===== src/rtl/maxpool2x2_stream_if.sv =====
`default_nettype none
// ============================================================================
// maxpool2x2_stream_if : pixel-in / pooled-pixel-out stream handshake bundle
// Rev 1.0
// ============================================================================
interface maxpool2x2_stream_if #(
   parameter int DATA_W = 32
);
   logic [DATA_W-1:0] in_data;
   logic              in_valid;
   logic              in_ready;
   logic [DATA_W-1:0] out_data;
   logic              out_valid;
   logic              out_ready;
   logic              frame_done;

   // slave is the pooling block's view, master is the producer/consumer side
   modport slave (
      input  in_data, in_valid, out_ready,
      output in_ready, out_data, out_valid, frame_done
   );

   modport master (
      output in_data, in_valid, out_ready,
      input  in_ready, out_data, out_valid, frame_done
   );
endinterface
`default_nettype wire


===== src/rtl/maxpool2x2_stream.sv =====
`default_nettype none
// ============================================================================
// maxpool2x2_stream : streaming 2x2 / stride-2 unsigned max-pool, raster order
// Rev 1.0
// ============================================================================
module maxpool2x2_stream #(
   parameter int DATA_W = 32,
   parameter int IMG_W  = 28,
   parameter int IMG_H  = 28
) (
   input  wire logic           clk,
   input  wire logic           rst,
   maxpool2x2_stream_if.slave  bus
);
   localparam int C_HALF_W = IMG_W / 2;
   localparam int C_COL_W  = (IMG_W > 2) ? $clog2(IMG_W) : 1;
   localparam int C_ROW_W  = (IMG_H > 2) ? $clog2(IMG_H) : 1;
   localparam int C_IDX_W  = (C_HALF_W > 1) ? $clog2(C_HALF_W) : 1;

   generate
      if ((IMG_W % 2) != 0 || IMG_W < 2) begin : g_bad_img_w
         $error("maxpool2x2_stream: IMG_W must be even and >= 2");
      end
      if ((IMG_H % 2) != 0 || IMG_H < 2) begin : g_bad_img_h
         $error("maxpool2x2_stream: IMG_H must be even and >= 2");
      end
   endgenerate

   logic [C_COL_W-1:0] col_q, col_d;
   logic [C_ROW_W-1:0] row_q, row_d;
   logic [DATA_W-1:0]  pair_q, pair_d;
   logic [DATA_W-1:0]  out_data_q, out_data_d;
   logic               out_valid_q, out_valid_d;
   logic               frame_done_q, frame_done_d;

   // Horizontal-pair maxima of the most recent even row
   logic [DATA_W-1:0]  line_buf [C_HALF_W];

   logic               w_in_ready;
   logic               w_accept;
   logic               w_col_last;
   logic               w_row_last;
   logic [C_IDX_W-1:0] w_idx;
   logic [DATA_W-1:0]  w_hmax;
   logic [DATA_W-1:0]  w_lb_rd;
   logic [DATA_W-1:0]  w_vmax;
   logic               w_lb_we;

   assign w_in_ready = rst | ~out_valid_q | bus.out_ready;
   assign w_accept   = bus.in_valid & w_in_ready;
   assign w_col_last = (col_q == C_COL_W'(IMG_W - 1));
   assign w_row_last = (row_q == C_ROW_W'(IMG_H - 1));
   assign w_idx      = C_IDX_W'(col_q >> 1);
   assign w_hmax     = (pair_q > bus.in_data) ? pair_q : bus.in_data;
   assign w_lb_rd    = line_buf[w_idx];
   assign w_vmax     = (w_lb_rd > w_hmax) ? w_lb_rd : w_hmax;

   always_comb begin
      col_d        = col_q;
      row_d        = row_q;
      pair_d       = pair_q;
      out_data_d   = out_data_q;
      out_valid_d  = out_valid_q & ~bus.out_ready;
      frame_done_d = 1'b0;
      w_lb_we      = 1'b0;

      if (w_accept && !rst) begin
         if (w_col_last) begin
            col_d = '0;
            row_d = w_row_last ? '0 : row_q + 1'b1;
         end else begin
            col_d = col_q + 1'b1;
         end

         if (!col_q[0]) begin
            pair_d = bus.in_data;
         end else if (!row_q[0]) begin
            w_lb_we = 1'b1;
         end else begin
            // A new result may replace one being consumed this same cycle
            out_data_d   = w_vmax;
            out_valid_d  = 1'b1;
            frame_done_d = w_col_last & w_row_last;
         end
      end
   end

   always_ff @(posedge clk) begin
      if (rst) begin
         col_q        <= '0;
         row_q        <= '0;
         pair_q       <= '0;
         out_data_q   <= '0;
         out_valid_q  <= 1'b0;
         frame_done_q <= 1'b0;
      end else begin
         col_q        <= col_d;
         row_q        <= row_d;
         pair_q       <= pair_d;
         out_data_q   <= out_data_d;
         out_valid_q  <= out_valid_d;
         frame_done_q <= frame_done_d;
      end
   end

   // Every entry is written on an even row before the odd row reads it
   always_ff @(posedge clk) begin
      if (w_lb_we) begin
         line_buf[w_idx] <= w_hmax;
      end
   end

   assign bus.in_ready   = w_in_ready;
   assign bus.out_data   = out_data_q;
   assign bus.out_valid  = out_valid_q;
   assign bus.frame_done = frame_done_q;

endmodule
`default_nettype wire


===== src/flat_wrapper.sv =====
// flat-port wrapper written by rule: the top's interface ports become plain ports
module maxpool2x2_stream_flat 
#(
   parameter int DATA_W = 32,
   parameter int IMG_W  = 28,
   parameter int IMG_H  = 28
)
  (clk, rst, bus_in_data, bus_in_valid, bus_out_ready, bus_in_ready, bus_out_data, bus_out_valid, bus_frame_done);
  maxpool2x2_stream_if #(.DATA_W(DATA_W)) bus_i ();
  input  wire logic clk;
  input  wire logic rst;
  input wire logic [$bits(bus_i.in_data)-1:0] bus_in_data;
  input wire logic [$bits(bus_i.in_valid)-1:0] bus_in_valid;
  input wire logic [$bits(bus_i.out_ready)-1:0] bus_out_ready;
  output wire logic [$bits(bus_i.in_ready)-1:0] bus_in_ready;
  output wire logic [$bits(bus_i.out_data)-1:0] bus_out_data;
  output wire logic [$bits(bus_i.out_valid)-1:0] bus_out_valid;
  output wire logic [$bits(bus_i.frame_done)-1:0] bus_frame_done;
  assign bus_i.in_data = bus_in_data;
  assign bus_i.in_valid = bus_in_valid;
  assign bus_i.out_ready = bus_out_ready;
  assign bus_in_ready = bus_i.in_ready;
  assign bus_out_data = bus_i.out_data;
  assign bus_out_valid = bus_i.out_valid;
  assign bus_frame_done = bus_i.frame_done;
  maxpool2x2_stream #(.DATA_W(DATA_W), .IMG_W(IMG_W), .IMG_H(IMG_H)) u_core (.clk(clk), .rst(rst), .bus(bus_i));
endmodule

===== config.mk =====
export PLATFORM = sky130hd
export DESIGN_NAME = maxpool2x2_stream_flat
export DESIGN_NICKNAME = d
export VERILOG_FILES = /design/src/rtl/maxpool2x2_stream_if.sv /design/src/rtl/maxpool2x2_stream.sv /design/src/flat_wrapper.sv
export SDC_FILE = /design/constraint.sdc
export NUM_CORES = 1
export LEC_CHECK = 0
export CAP_MARGIN = 30
export CELL_PAD_IN_SITES_DETAIL_PLACEMENT = 2
export CELL_PAD_IN_SITES_GLOBAL_PLACEMENT = 2
export CORE_ASPECT_RATIO = 1.75
export CORE_MARGIN = 5
export CORE_UTILIZATION = 42
export DETAILED_ROUTE_END_ITERATION = 10
export PLACE_DENSITY = 0.87
export SLEW_MARGIN = 20
export SYNTH_ARGS = -nofsm -noshare
export SYNTH_HDL_FRONTEND = slang
export SYNTH_SLANG_ARGS = --single-unit

===== constraint.sdc =====
create_clock -name clk -period 5.2 [get_ports clk]
set_input_delay 0.52 -clock clk [delete_from_list [all_inputs] [get_ports clk]]
set_output_delay 0.52 -clock clk [all_outputs]
set_load 0.1 [all_outputs]

## Yosys cells after proc, flatten, opt, wreduce, memory -nomap -nowiden

Memory sizes are Yosys's and may differ from the RTL's. A register that Yosys moved wholly into a read port is not among the register bits.
Index checks and enable logic that the tools add are counted.

| word-level totals | value |
|---|---|
| register bits after elaboration | 76 |
| RAM bits | 448 |
| output and inout port bits | 35 |
| logic and storage cells | 43 |
| memories kept | 1 |

| cells by class | value |
|---|---|
| $add $sub $neg | 2 |
| order comparisons | 2 |
| eq/ne operators | 2 |
| mux-type cells | 14 |
| bitwise logic cells | 10 |
| reductions and logical operators | 6 |

Memories:

| memory | depth | width | read ports | clocked after Yosys merged registers in | write ports | RTL line | source |
|---|---|---|---|---|---|---|---|
| u_core.line_buf | 14 | 32 | 1 | 1 | 1 | maxpool2x2_stream.sv:37 | `logic [DATA_W-1:0] line_buf [C_HALF_W];` |

Operators with widths:

| kind | count |
|---|---|
| > comparator 32 bit | 2 |
| two-way mux 32 bit | 2 |
| adder 5 x 1 -> 5 bit, second input constant | 2 |
| == test 5 bit, second input constant | 2 |
| two-way mux 5 bit | 2 |
| two-way mux 1 bit | 8 |
| two-way mux 4 bit | 2 |
| NOT 1 bit | 5 |
| AND reduction 2 bit | 2 |
| OR reduction 4 bit | 1 |
| AND 1 bit | 3 |
| AND reduction 3 bit | 1 |
| OR 1 bit | 2 |
| logical AND 1 bit | 1 |
| logical NOT 1 bit | 1 |

## Logic depth before layout (Yosys ltp)

Gate-level depths: netlist (run 1).

| logic depth | value |
|---|---|
| depth in word-level cells | 8 |
| depth in mapped cells | 19 |
| gate-level depth less buffers | 17 |

## Worst setup path before layout (run 1)

OpenSTA, ideal clock, no wires.

| path | value |
|---|---|
| path kind | reg-to-reg |
| from | register u_core.out_valid_q, in the netlist u_core.bus.out_valid |
| to | memory u_core.line_buf[0][0] (enable) |
| setup time | 0.513 ns |
| arrival time | 4.894 ns |
| data required time | 4.687 ns |
| path slack | -0.207 ns |
| stages on the path, launching flop included | 7 |
| path buffers | 0 |
| period minus slack after synthesis | 5.407 ns |
| path through | dfxtp_1 nand2b_1 nand2_1 nor2_1 nand3b_1 nor2_1 nor4b_1 |

| on the way | value |
|---|---|
| longest elaborated chain between the ends | 8 |

RTL lines:

| what | RTL line | source |
|---|---|---|
| start: declaration | maxpool2x2_stream.sv:33 | `logic out_valid_q, out_valid_d;` |
| start signal: assignment | maxpool2x2_stream.sv:101 | `out_valid_q <= out_valid_d;` |
| NOT 1 bit | maxpool2x2_stream.sv:49 | `assign w_in_ready = rst \| ~out_valid_q \| bus.out_ready;` |
| OR 1 bit (2 in a row) | maxpool2x2_stream.sv:49 |  |
| AND 1 bit | maxpool2x2_stream.sv:50 | `assign w_accept = bus.in_valid & w_in_ready;` |
| logical AND 1 bit | maxpool2x2_stream.sv:67 | `if (w_accept && !rst) begin` |
| two-way mux 1 bit | maxpool2x2_stream.sv:67 |  |
| two-way mux 1 bit | maxpool2x2_stream.sv:108 | `if (w_lb_we) begin` |
| two-way mux 1 bit (not written as such) | maxpool2x2_stream.sv:109 | `line_buf[w_idx] <= w_hmax;` |
| end: declaration | maxpool2x2_stream.sv:37 |  |

No other way between the ends.

## Worst setup path in the final report (run 1)

| path | value |
|---|---|
| from | input bus_in_data[7] |
| to | register u_core.out_data_q[13], in the netlist u_core.bus.out_data[13] |

| on the way | value |
|---|---|
| longest elaborated chain between the ends | 4 |

RTL lines:

| what | RTL line | source |
|---|---|---|
| start: declaration | flat_wrapper.sv:12 | `input wire logic [$bits(bus_i.in_data)-1:0] bus_in_data;` |
| > comparator 32 bit | maxpool2x2_stream.sv:54 | `assign w_hmax = (pair_q > bus.in_data) ? pair_q : bus.in_data;` |
| two-way mux 32 bit (*) | maxpool2x2_stream.sv:54 |  |
| > comparator 32 bit | maxpool2x2_stream.sv:56 | `assign w_vmax = (w_lb_rd > w_hmax) ? w_lb_rd : w_hmax;` |
| two-way mux 32 bit (*) | maxpool2x2_stream.sv:56 |  |
| end signal: assignment | maxpool2x2_stream.sv:100 | `out_data_q <= out_data_d;` |
| end: declaration | maxpool2x2_stream.sv:32 | `logic [DATA_W-1:0] out_data_q, out_data_d;` |

Every way passes the cells marked *; elsewhere a longest branch is shown, timed or not.
A chain may end at the register's enable or synchronous reset.

==> impl_metrics.ini, run 1 <==
[run_status]
status = finished, final reports clean

[final_layout]
syn_to_final_growth_pct = 16.5
nFillCells = 4701
fin_cells = 2146
nets = 1532
regArea_sq_um = 15100
multi_input_area_sq_um = 6700
antennaDiodeCount = 0
drive_gt1_share_pct = 26.1
utilization_pct = 49.4

[logic_synthesis]
yosys_most_used_dff = edfxtp_1
ys_ff_latch = 528
synth_top_cell_area_share_pct = 60.6
syn-num-nets = 1389
ys_seq_area_share_pct = 67.8
syn_avg_cell_area_sq_um = 17.3
synth_edf_count = 448
yosysTopAreaCell = edfxtp_1
synth_most_common_cell = edfxtp_1
post_synth_instance_area_sq_um = 22200
yosys_warnings = 0
ys_types = 52
syn_inst = 1287
synthTopCellsByCount = edfxtp_1 (448), mux4_2 (127), nand2_1 (90), dfxtp_1 (80), inv_1 (67)
synthTopCellsByArea = edfxtp_1 (61%), mux4_2 (13%), dfxtp_1 (7.2%)
synthArstFlopShare_pct = 0

[sta]
worst_clock_skew_ns = 0.0340
slew_headroom_pct = 30.7
period_needed_ns = 5.11
tightest_slew_ns = 1.03
rsz0062_at_grt = false
setup_viol = 0
drv_slew = 0
finalHoldViolCount = 0
post-route-period-util_pct = 98.3
clock.fmax_mhz = 196

[drt]
routed_via_density = 6.24
drtPass1Iterations = 5
drcViolationCount = 0
routed-via-count = 13400
ant_nets = 0
wire_per_inst_um = 34.3
wl_um = 73700
dr.first_iter.drc_count = 1418

[global_route]
grt_pass1_wl_um = 106000
antenna_found_initial = 1
grt_max_degree = 66
grt_overflow = 0
grt.total_usage_pct = 25.4
grt_pass1_vias = 14800

[power_and_ir_drop]
max-vdd-ir-drop_v = 0.000229
power_density_nw_per_um2 = 347
p_leak_uw = 0.00874
p_total_uw = 8980

[setup_path]
critPathLaunchType = input pin
cp_data_arrival_time_ns = 5.55
worstPathRequired_ns = 5.63
reg2reg_slack_ns = 0.23
worstSetupStartpoint = bus_in_data[7]
worstReg2RegStart = u_core.pair_q[15]
cp_max_fo = 24
critPathKind = input pin to flip-flop
worst_setup_path_end_kind = flip-flop

[clock_network]
cts_sinks = 528
ctsHtreeMaxLevel = 2
cts_root_buf = clkbuf_16
clkTransAtPathRegs_ns = 0.07
insertion_delay_ns = 0.60
cts_tree = built
cts_buffers = 47
clock_path_buffers = 3

[floorplan]
core-area_sq_um = 52400
dieArea_sq_um = 57800
die_w_um = 184
initial_core_util_pct = 42.4
pin_count = 71
die_h_um = 314
fp-row-count = 111

[placement]
gp_congestion = 0.806
placed_cells = 2058
dpl.hpwl_um = 44800
portBuffers = 70

[hold_path]
hp-class = flip-flop to flip-flop
worstHoldStart = u_core.pair_q[31]

[job]
drv_cap = 0
[cell families (layout without fill, tap and decap cells)]
kind of cell / count (synthesis) / in the layout / share of synthesized area [%]
flops: 528 / 528 / 67.8
simple gates: 199 / 199 / 4.55
mux: 192 / 192 / 16.5
compound gates: 160 / 160 / 4.56
buf+inv: 138 / 319 / 2.78
fa+ha+maj: 66 / 66 / 3.72
xor+xnor: 4 / 4 / 0.158
[critical path, cell delays in order]
cell             delay (ns)
clkdlybuf4s50_1        0.57
inv_1                  0.10
ha_1                   0.34
a21oi_1                0.17
o21ai_0                0.14
a21oi_1                0.32
nand4b_2               0.18
a32oi_4                0.21
buf_4                  0.17
buf_12                 0.25
mux2i_2                0.46
ha_1                   0.26
nand4_1                0.18
nor3_1                 0.39
o21ai_0                0.19
o211ai_1               0.16
a21o_1                 0.27
a21o_1                 0.27
buf_12                 0.21
o21ai_1                0.11
[final timing paths]
| check | depth (start not counted) | to |
|---|---|---|
| worst min register to register | 2 | u_core.pair_q[31] |
| worst max register to register | 19 | u_core.bus.out_data[13] |
| worst min-delay path | 2 | u_core.pair_q[31] |
| worst max-delay path | 20 | u_core.bus.out_data[13] |
[where the power goes]
part,internal (uW),leakage (uW),switching (uW)
Sequential,4680,0.00469,35.1
Combinational,305,0.00332,481
Clock,1850,0.000726,1630
Total,6830,0.00874,2150
[sequential cells by signal, indices dropped and copies added (netlist names), named ones only]
| register | flops |
|---|---|
| u_core.line_buf | 448 |
| u_core.bus.out_data | 32 |
| u_core.pair_q | 32 |
| u_core.col_q | 5 |
| u_core.row_q | 5 |
| u_core.bus.frame_done | 1 |
| u_core.bus.out_valid | 1 |
[area by class of cell]
type | count | area share, %
Multi-Input combinational cell | 621 | 25.9
Sequential cell | 528 | 58.2
Tap cell | 678 | 3.28
Clock inverter | 22 | 0.629
Timing Repair Buffer | 165 | 5.90
Clock buffer | 65 | 5.12
Inverter | 67 | 0.972
[per-stage QoR]
step,worst slack [ns],TNS [ns],hold WS (ns),area [sq um]
global placement,-0.319,-9.55,0.463,24300
finish,0.0859,0,0.488,25900
CTS,0.186,0,0.495,25900
global route,0.0436,0,0.514,25900
detailed placement,-0.569,-16.37,0.485,24300
floorplan,0.155,0,0.452,22200
[timing repair]
action                                  4_1_cts  5_1_grt
buffers inserted                              1        0
gates resized for setup                       4        1
pin swaps                                     1        0
hold buffers                                  0        0
endpoints found under the setup margin        9        1
[layer usage]
metal	track usage, %	vias to the layer above	wire (um)
met5	0	-	0
met4	11.4	0	3550
met3	3.27	178	4640
met2	44.1	692	38200
met1	31.6	7135	27300
li1	-	5390	-
[placed cells by master, fill, tap and decap left out, drive strengths merged, types with 5 or more instances in the layout]
| cell type | synthesis | final |
|---|---|---|
| and3 | 33 | 33 |
| a41oi | 31 | 31 |
| a21oi | 28 | 28 |
| o21ai | 75 | 75 |
| clkbuf | 44 | 65 |
| a21o | 10 | 10 |
| mux2i | 34 | 34 |
| clkdlybuf4s50 | 0 | 70 |
| buf | 27 | 95 |
| clkinv | 0 | 16 |
| nand2b | 5 | 5 |
| mux4 | 127 | 127 |
| nor2 | 23 | 23 |
| nor4 | 7 | 7 |
| edfxtp | 448 | 448 |
| dfxtp | 80 | 80 |
| nand2 | 90 | 90 |
| nand4 | 13 | 13 |
| nor3 | 7 | 7 |
| nand3 | 5 | 5 |
| inv | 67 | 69 |
| mux2 | 31 | 31 |
| ha | 66 | 66 |
Power figures use the tool's default switching activity.
==> run 2, diff against run 1 <==
- GPL_ROUTABILITY_DRIVEN: not set -> 0
==> results of run 2 <==
No change in the layout: final DEF, timing and power equal those of run 1.
==> run 3, diff against run 2 <==
- CAP_MARGIN: 30 -> not set
- SLEW_MARGIN: 20 -> not set
==> results of run 3 <==
No change in the layout: final DEF, timing and power equal those of run 1.
